<file path="src/rtl/wave_pkg.sv">
// -----------------------------------------------------------------------------
// wave_pkg
//   Types and defaults used by the waveform capture buffer. It holds the
//   capture FSM state type and the default sample width and geometry.
//   There are no ports. Import it with: import wave_pkg::*;
// -----------------------------------------------------------------------------
package wave_pkg;

    localparam int DATA_W_DEF   = 8;
    localparam int DEPTH_DEF    = 512;
    localparam int PRE_TRIG_DEF = 64;

    // Capture sequence:
    // IDLE -> PRETRIG (fill the pre-trigger history) -> ARMED (wait for the
    // rising crossing) -> POST (finish the record) -> READ (stream it out).
    typedef enum logic [2:0] {
        IDLE,
        PRETRIG,
        ARMED,
        POST,
        READ
    } cap_state_e;

endpackage : wave_pkg

</file>
<file path="src/rtl/wave_sdp_ram.sv">
// -----------------------------------------------------------------------------
// wave_sdp_ram
//   Simple dual-port sample RAM. It has one write port and one read port.
//   A read returns its data one clock after rd_en is asserted.
//   The RAM has no reset, so the whole array can map onto a block RAM.
// Ports
//   clk      in   1       clock
//   wr_en    in   1       write strobe
//   wr_addr  in   ADDR_W  write address
//   wr_data  in   DATA_W  write data
//   rd_en    in   1       read strobe; rd_data updates on the next edge
//   rd_addr  in   ADDR_W  read address
//   rd_data  out  DATA_W  registered read data
// -----------------------------------------------------------------------------
module wave_sdp_ram #(
    parameter  int DATA_W = 8,
    parameter  int DEPTH  = 512,
    localparam int ADDR_W = $clog2(DEPTH)
) (
    input  logic              clk,
    input  logic              wr_en,
    input  logic [ADDR_W-1:0] wr_addr,
    input  logic [DATA_W-1:0] wr_data,
    input  logic              rd_en,
    input  logic [ADDR_W-1:0] rd_addr,
    output logic [DATA_W-1:0] rd_data
);

    logic [DATA_W-1:0] mem [DEPTH];

    // NOTE: the storage array is deliberately left without a reset. Resetting
    // it would block block-RAM inference. No reader ever depends on its
    // initial contents.
    always_ff @(posedge clk) begin
        if (wr_en) begin
            mem[wr_addr] <= wr_data;
        end
        if (rd_en) begin
            rd_data <= mem[rd_addr];
        end
    end

endmodule : wave_sdp_ram

</file>
<file path="src/rtl/wave_capture_ram.sv">
// -----------------------------------------------------------------------------
// wave_capture_ram
//   Triggered capture buffer for an 8-bit sample stream.
//   - After i_arm, it records PRE_TRIG samples of history.
//   - It then writes circularly until a rising crossing of i_trig_level.
//   - It completes a DEPTH-sample record around the trigger.
//   - It streams the record out oldest-first on a valid/ready port.
// Ports
//   clk, rst_n      clock; asynchronous active-low reset
//   i_arm           start a capture (IDLE only)
//   i_abort         return to IDLE from any state; wins over i_arm
//   i_sample_vld    i_sample carries a sample this cycle
//   i_sample        input sample, unsigned
//   i_trig_level    trigger threshold, unsigned
//   o_busy          high outside IDLE
//   o_trig_addr     RAM address of the trigger sample
//   o_rd_data       readout word
//   o_rd_valid      readout word valid
//   i_rd_ready      readout consumer ready
//   o_rd_last       marks the final (DEPTH-th) readout word
//   o_done          one-cycle pulse after the final readout handshake
// -----------------------------------------------------------------------------
module wave_capture_ram
    import wave_pkg::*;
#(
    parameter  int DATA_W   = DATA_W_DEF,
    parameter  int DEPTH    = DEPTH_DEF,
    parameter  int PRE_TRIG = PRE_TRIG_DEF,
    localparam int ADDR_W   = $clog2(DEPTH)
) (
    input  logic              clk,
    input  logic              rst_n,
    input  logic              i_arm,
    input  logic              i_abort,
    input  logic              i_sample_vld,
    input  logic [DATA_W-1:0] i_sample,
    input  logic [DATA_W-1:0] i_trig_level,
    output logic              o_busy,
    output logic [ADDR_W-1:0] o_trig_addr,
    output logic [DATA_W-1:0] o_rd_data,
    output logic              o_rd_valid,
    input  logic              i_rd_ready,
    output logic              o_rd_last,
    output logic              o_done
);

    localparam int POST_LEN = DEPTH - PRE_TRIG;  // includes the trigger sample
    localparam int CNT_W    = ADDR_W + 1;

    localparam logic [CNT_W-1:0]  PRE_LAST  = CNT_W'(PRE_TRIG > 0 ? PRE_TRIG - 1 : 0);
    localparam logic [CNT_W-1:0]  POST_LAST = CNT_W'(POST_LEN - 1);
    localparam logic [CNT_W-1:0]  RD_LAST   = CNT_W'(DEPTH - 1);
    localparam logic [CNT_W-1:0]  RD_TOTAL  = CNT_W'(DEPTH);
    localparam logic [ADDR_W-1:0] PRE_OFS   = ADDR_W'(PRE_TRIG);

    cap_state_e        state;
    logic [ADDR_W-1:0] wr_ptr;
    logic [CNT_W-1:0]  fill_cnt;      // samples written in PRETRIG / POST
    logic [DATA_W-1:0] prev_sample;
    logic              prev_vld;      // prev_sample holds a sample from this capture

    // Readout: RAM read in flight -> skid register -> output register.
    logic [ADDR_W-1:0] rd_base;       // oldest sample of the record
    logic [CNT_W-1:0]  rd_cnt;        // RAM reads issued so far
    logic              rd_pend;       // ram_q carries a fresh word this cycle
    logic              rd_pend_last;
    logic              skid_vld;
    logic              skid_last;
    logic [DATA_W-1:0] skid_data;
    logic [DATA_W-1:0] ram_q;

    logic              capturing;
    logic              wr_en;
    logic              trig_hit;
    logic              pop;
    logic              rd_issue;
    logic [ADDR_W-1:0] rd_addr;
    logic [1:0]        occ_next;

    assign o_busy    = (state != IDLE);
    assign capturing = (state == PRETRIG) || (state == ARMED) || (state == POST);
    assign wr_en     = capturing && i_sample_vld && !i_abort;
    assign trig_hit  = (state == ARMED) && i_sample_vld && prev_vld &&
                       (prev_sample < i_trig_level) && (i_sample >= i_trig_level);
    assign pop       = o_rd_valid && i_rd_ready;
    assign rd_addr   = rd_base + rd_cnt[ADDR_W-1:0];

    // A read is issued only when its word will find a free slot on arrival.
    // The slots are the output register and the skid register, after this
    // cycle's pop is accounted for.
    // NOTE: every signal driven from always_comb gets a default value first.
    // Otherwise an incomplete path would infer a latch.
    always_comb begin
        occ_next = 2'(o_rd_valid) + 2'(skid_vld) + 2'(rd_pend) - 2'(pop);
        rd_issue = 1'b0;
        if ((state == READ) && !i_abort && (rd_cnt != RD_TOTAL) && (occ_next < 2'd2)) begin
            rd_issue = 1'b1;
        end
    end

    wave_sdp_ram #(
        .DATA_W (DATA_W),
        .DEPTH  (DEPTH)
    ) u_ram (
        .clk     (clk),
        .wr_en   (wr_en),
        .wr_addr (wr_ptr),
        .wr_data (i_sample),
        .rd_en   (rd_issue),
        .rd_addr (rd_addr),
        .rd_data (ram_q)
    );

    // NOTE: all state below uses non-blocking assignments. Every register
    // then samples the pre-edge values, whatever the statement order.
    always_ff @(posedge clk or negedge rst_n) begin
        if (!rst_n) begin
            state        <= IDLE;
            wr_ptr       <= '0;
            fill_cnt     <= '0;
            prev_sample  <= '0;
            prev_vld     <= 1'b0;
            rd_base      <= '0;
            rd_cnt       <= '0;
            rd_pend      <= 1'b0;
            rd_pend_last <= 1'b0;
            skid_vld     <= 1'b0;
            skid_last    <= 1'b0;
            skid_data    <= '0;
            o_trig_addr  <= '0;
            o_rd_data    <= '0;
            o_rd_valid   <= 1'b0;
            o_rd_last    <= 1'b0;
            o_done       <= 1'b0;
        end else begin
            o_done <= 1'b0;
            if (i_abort) begin
                state      <= IDLE;
                rd_pend    <= 1'b0;
                skid_vld   <= 1'b0;
                o_rd_valid <= 1'b0;
                o_rd_last  <= 1'b0;
            end else begin
                rd_pend      <= rd_issue;
                rd_pend_last <= (rd_cnt == RD_LAST);
                if (rd_issue) begin
                    rd_cnt <= rd_cnt + 1'b1;
                end

                // prev follows every valid sample since arm, in all capture states.
                if (capturing && i_sample_vld) begin
                    prev_sample <= i_sample;
                    prev_vld    <= 1'b1;
                end

                case (state)
                    IDLE: begin
                        if (i_arm) begin
                            wr_ptr   <= '0;
                            fill_cnt <= '0;
                            rd_cnt   <= '0;
                            prev_vld <= 1'b0;
                            state    <= (PRE_TRIG == 0) ? ARMED : PRETRIG;
                        end
                    end

                    PRETRIG: begin
                        if (i_sample_vld) begin
                            wr_ptr   <= wr_ptr + 1'b1;
                            fill_cnt <= fill_cnt + 1'b1;
                            if (fill_cnt == PRE_LAST) begin
                                state <= ARMED;
                            end
                        end
                    end

                    ARMED: begin
                        if (i_sample_vld) begin
                            wr_ptr <= wr_ptr + 1'b1;
                            if (trig_hit) begin
                                o_trig_addr <= wr_ptr;
                                rd_base     <= wr_ptr - PRE_OFS;
                                fill_cnt    <= CNT_W'(1);
                                state       <= (POST_LEN == 1) ? READ : POST;
                            end
                        end
                    end

                    POST: begin
                        if (i_sample_vld) begin
                            wr_ptr   <= wr_ptr + 1'b1;
                            fill_cnt <= fill_cnt + 1'b1;
                            if (fill_cnt == POST_LAST) begin
                                state <= READ;
                            end
                        end
                    end

                    READ: begin
                        if (!o_rd_valid || i_rd_ready) begin
                            // The output register is free: the skid word is
                            // older than anything arriving from the RAM.
                            if (skid_vld) begin
                                o_rd_data  <= skid_data;
                                o_rd_last  <= skid_last;
                                o_rd_valid <= 1'b1;
                                if (rd_pend) begin
                                    skid_data <= ram_q;
                                    skid_last <= rd_pend_last;
                                end else begin
                                    skid_vld <= 1'b0;
                                end
                            end else if (rd_pend) begin
                                o_rd_data  <= ram_q;
                                o_rd_last  <= rd_pend_last;
                                o_rd_valid <= 1'b1;
                            end else begin
                                o_rd_valid <= 1'b0;
                                o_rd_last  <= 1'b0;
                            end
                        end else if (rd_pend) begin
                            // Output is stalled: park the arriving word.
                            skid_data <= ram_q;
                            skid_last <= rd_pend_last;
                            skid_vld  <= 1'b1;
                        end

                        if (pop && o_rd_last) begin
                            o_rd_valid <= 1'b0;
                            o_rd_last  <= 1'b0;
                            o_done     <= 1'b1;
                            state      <= IDLE;
                        end
                    end

                    default: state <= IDLE;
                endcase
            end
        end
    end

endmodule : wave_capture_ram

</file>
<file path="config.mk">
export PLATFORM = sky130hd
export DESIGN_NAME = wave_capture_ram
export DESIGN_NICKNAME = d
export VERILOG_FILES = /design/src/rtl/wave_pkg.sv /design/src/rtl/wave_sdp_ram.sv /design/src/rtl/wave_capture_ram.sv
export SDC_FILE = /design/constraint.sdc
export NUM_CORES = 2
export LEC_CHECK = 0
export CORE_UTILIZATION = 35
export CTS_BUF_LIST = sky130_fd_sc_hd__clkbuf_4 sky130_fd_sc_hd__clkbuf_8
export CTS_CLUSTER_DIAMETER = 120
export DETAILED_ROUTE_END_ITERATION = 6
export PLACE_DENSITY = 0.52
export SLEW_MARGIN = 20
export SYNTH_ARGS = -nofsm -noshare
export SYNTH_HDL_FRONTEND = slang
export SYNTH_HIERARCHICAL = 1
export SYNTH_SLANG_ARGS = --single-unit
</file>
<file path="constraint.sdc">
create_clock -name clk -period 4.1 [get_ports clk]
set_input_delay 0.82 -clock clk [delete_from_list [all_inputs] [get_ports clk]]
set_output_delay 0.82 -clock clk [all_outputs]
set_load 0.05 [all_outputs]
</file>
# Word-level counts from Yosys, hierarchy flattened
# Memories as Yosys holds them, arrays and structs flattened. A register that Yosys moved wholly into a read port is not among the register bits.
# Cells that the tools add are included.
[op_classes]
addsub = 8
magnitude_cmp = 3
eq_ne = 22
mux = 56
bitwise_logic = 1
reduce_logical = 35
[ops]
columns = ["operator", "count"]
rows = [
  ["$mux 10", 7],
  ["$mux 8", 5],
  ["$mux 1", 30],
  ["$pmux 10 s3", 1],
  ["$mux 3", 9],
  ["$add 10x1->10 const B", 2],
  ["$eq 10x9->1 const B", 2],
  ["$mux 9", 2],
  ["$pmux 9 s2", 1],
  ["$ne 3x3->1 const B", 5],
  ["$pmux 3 s5", 1],
  ["$reduce_and 4->1", 3],
  ["$reduce_bool 3->1", 4],
  ["$logic_and 1x1->1", 11],
  ["$eq 10x6->1 const B", 1],
  ["$ne 10x10->1 const B", 1],
  ["$add 9x1->9 const B", 1],
  ["$add 9x9->9", 1],
  ["$ne 3x2->1 const B", 3],
  ["$sub 9x7->9 const B", 1],
  ["$ge 8x8->1", 1],
  ["$lt 8x8->1", 1],
  ["$ne 2x2->1 const B", 4],
  ["$reduce_and 8->1", 1],
  ["other kinds (18)", 27],
]
[word_totals]
reg_bits = 82
mem_bits_rw = 4096
inputBits = 22
word_cells = 143
memories = 1
[memory_table]
columns = ["memory", "words", "width", "read_ports", "rd_clocked_by_memory_dff", "write_ports", "line", "text"]
rows = [
  ["u_ram.mem", 512, 8, 1, 1, 1, "wave_sdp_ram.sv:29", "logic [DATA_W-1:0] mem [DEPTH];"],
]

# Depth between registers and ports, before layout
[depth]
depth_word = 9
ltp_mapped = 17

# Modules after synthesis
# Netlist, hierarchy kept.
[modules_own_cells]
columns = ["mod", "n_inst", "cells_per_inst", "area_each_um2"]
rows = [
  ["wave_sdp_ram", 1, 8030, 160007.2],
  ["wave_capture_ram", 1, 446, 4438.0],
]

# Least setup slack after synthesis
# OpenSTA, ideal clock, no wires.
[synth_timing]
path_kind = "register to register"
start = "register rd_cnt[0]"
end = "register u_ram.rd_data[4] (read register of u_ram.mem), data pin"
t_arrival_ns = 3.216
slack_ns = 0.627
stages_incl_launch_ff = 17
n_path_buf = 1
synth_period_minus_slack_ns = 3.473
path_cell_list = "dfrtp_1 > ha_1 > inv_1 > fa_1 > nor2b_1 > o21ai_0 > a21oi_1 > o41ai_1 > xnor2_1 > nor3b_1 > nand2_1 > clkbuf_1 > nor3_1 > nor4_1 > o311ai_0 > nor4_1 > o2111a_1"
[synth_between]
word_cells_on_any_way = 5
[synth_rtl]
columns = ["element", "line", "text"]
rows = [
  ["from (decl)", "wave_capture_ram.sv:64", "logic [CNT_W-1:0] rd_cnt;"],
  ["from (signal assigned)", "wave_capture_ram.sv:147", "rd_cnt <= rd_cnt + 1'b1;"],
  ["$add 9x9->9", "wave_capture_ram.sv:86", "assign rd_addr = rd_base + rd_cnt[ADDR_W-1:0];"],
  ["net rd_addr[8]", "wave_capture_ram.sv:77", "logic [ADDR_W-1:0] rd_addr;"],
  ["to (decl)", "wave_sdp_ram.sv:26", "output logic [DATA_W-1:0] rd_data"],
]
# The timed path passes the listed nets, and every way through them passes these cells.
# A chain may end at the register's enable or synchronous reset.

==> run metrics <==
status=finished with violations; failing checks=setup timing; highest net fanout along the worst path=49; Synth Instances=8476; syn avg cell area=19.4 sq um; Yosys warnings=6; routed vias/inst=5.39; Port Buffers=42; WP data required=5.21 ns; MaxCap Viol Count=0; Post-DRT Antenna Nets=0; Root Buffer=clkbuf_8; Layout Skew=0.0963 ns; Worst-Margin Slew=1.12 ns; Final Max Slew Viols=0; CP Class=flip-flop to flip-flop; Post-Route WL=481000 microns; Max clock buf depth=4; core footprint=0.468 sq mm; # DRC=0; vias=90300; Yosys cell types=79; drt pass-1 iters=6; Setup WS pre-CTS=-0.956 ns; maximum number of pins on one net before global-route repair=167; Synth Cell Area=0.164 sq mm; critical path arrival=5.26 ns; Synth async-reset ratio=0.0182; first-pass GRT wire length=680000 microns; Clock Latency Late Sink=1.28 ns; grt total ovfl=0; vias in the first global route=91900; # setup viols final=2; top cell type's share of synthesized area=0.749; Syn Nets=8530; startpoint types=flip-flop; # rows=251; CTS sink count=4180; Rel. slew slack=0.256; CP endpoint kind=flip-flop; top post-synthesis cells by area=edfxtp_1, mux4_2, mux2i_1; Seq cells post-synth=4180; gr usage total=0.199; setup slack after layout=-0.0483 ns; final hold violations=0; initial antenna violation count=19; top cell type by total area after synthesis=edfxtp_1; io pins=43; sequential area share after synthesis=0.761; clock transition at the registers of the reported paths=0.06 ns; maximum VDD drop=0.458 mV; maximum clock frequency=241 MHz; Post-synth EDFFs=4104; CTS H-tree depth=6; register area=0.125 sq mm; most frequent cells in the layout=edfxtp_1, buf_4, mux2i_1; area growth from synthesis to final layout=19.5%; Die ar.=0.473 sq mm; CTS tree=built; WL/cell=28.7 microns; fillers=40900; Util after Layout=0.420; main flop type after synthesis=edfxtp_1; min Tclk post-route=4.15 ns; 1st-iter DRT viols=9716; starting density of the core=0.352; fraction of layout cells with a size suffix above 1=0.309; Die Wd=687 microns; Tcrit/Tclk final=1.01; HP Class=primary input to flip-flop; P per Cell Area=538 mW/mm^2; commonest non-fill, non-tap cell in the layout=edfxtp_1; footprint of the multi-input gates=0.0374 sq mm; RSZ-0062 raised after global routing=yes; Num CTS Buffers=681; Nets=10100; dpl hpwl=306000 microns; gpl congestion=0.929; P_leak=0.0615 uW; die height=687 microns
==> worst max-delay path: stages (launching register included) <==
cell	delay [ns]
dfrtp_1	0.39
ha_4	0.16
inv_2	0.04
fa_2	0.34
buf_4	0.16
xnor2_4	0.14
or2_4	0.33
buf_8	0.20
buf_16	0.21
o221ai_2	0.46
a21oi_1	0.14
buf_4	0.16
nor4_1	0.32
nand4_1	0.33
o21ai_0	0.16
buf_4	0.19
o2111a_1	0.18
==> metrics by stage <==
step | power (uW) | instance area, sq um | TNS, ns | hold slack [ns] | instances
after floorplan | 62500 | 164000 | 0 | 0.441 | 8476
after global placement | 70500 | 181000 | -4.86 | 0.456 | 15500
after detailed placement | 70500 | 181000 | -4.05 | 0.472 | 15500
after CTS | 106000 | 196000 | -0.0292 | 0.0364 | 16700
after global routing | 109000 | 197000 | -0.0834 | 0.0724 | 16800
final | 106000 | 197000 | -0.0854 | 0.160 | 16800
==> synth_stat cells (11+ instances only) <==
master    number
o21ai_0      139
mux4_2       654
o31ai_1       13
mux2_2        19
o22ai_1      164
mux2i_1      809
nand3_1       44
ha_1          31
nor4_1        37
a21oi_1      227
buf_2         63
and2_1        22
xnor2_1       17
buf_8         11
a22oi_1       62
buf_6         65
buf_1         42
buf_4         77
edfxtp_1    4104
nand2_1      151
nor2_1       636
o221ai_1     372
inv_1         26
clkbuf_1     270
nand4_1       36
o41ai_1       11
dfrtp_1       76
nor3_1       118
a211oi_1      20
and3_1        15
==> flip-flops by register name, indices dropped and copies added, names as in the netlist, 3 cells and up <==
register,flops
u_ram/mem,4096
fill_cnt,10
o_rd_data,8
o_trig_addr,9
rd_base,3
u_ram/rd_data,8
state,3
skid_data,8
wr_ptr,9
prev_sample,8
rd_cnt,10
==> kinds of logic after synthesis <==
family	share of synthesized area
flops	0.761
mux	0.140
simple gates	0.0302
compound gates	0.0458
buf+inv	0.0193
fa+ha+maj	0.00248
xor+xnor	0.00112
==> worst paths after layout <==
| check | startpoint | endpoint | slack (ns) | depth (start not counted) |
|---|---|---|---|---|
| worst max-delay path | o_trig_addr[0] | u_ram/rd_data[3] | -0.05 | 16 |
| worst min-delay path | i_sample[4] | u_ram/mem[111][4] | 0.16 | 2 |
| worst max register to register | o_trig_addr[0] | u_ram/rd_data[3] | -0.05 | 16 |
| worst min register to register | prev_sample[5] | prev_sample[5] | 0.48 | 2 |
| max in group asynchronous | rst_n | skid_data[4] | 3.12 | 3 |
| min in group asynchronous | rst_n | fill_cnt[5] | 0.20 | 2 |
==> repair_timing <==
action / in CTS / in global routing
endpoints found under the setup margin: 8 / 8
gates resized for setup: 156 / 93
setup buffers: 20 / 9
pin swaps: 24 / 26
hold endpoints to repair: 106 / 0
gates cloned: 8 / 6
hold buffers: 6 / 0
==> cell type report <==
type,instances,area share
inverters,28,0.000656
multi-input cells,3735,0.191
flip-flops and latches,4180,0.637
repair buffers,1397,0.0654
clock buffers,874,0.0553
diodes,11,0.000140
clock inverters,337,0.0119
well taps,6198,0.0395
==> report_power, final <==
part           internal [uW]  total (uW)  leakage (uW)  switching, uW
logic                  10100       22900        0.0166          12800
clock network          18500       35500       0.00693          17000
registers              47100       47200        0.0379            149
==> routing by layer <==
metal	GRT usage	routed length [microns]	up-vias
met1	0.275	204000	47700
li1	-	-	38300
met5	0	117	-
met3	0.0361	34800	819
met4	0.0605	16000	12
met2	0.319	227000	3552
(Power assumes the default switching activity.)
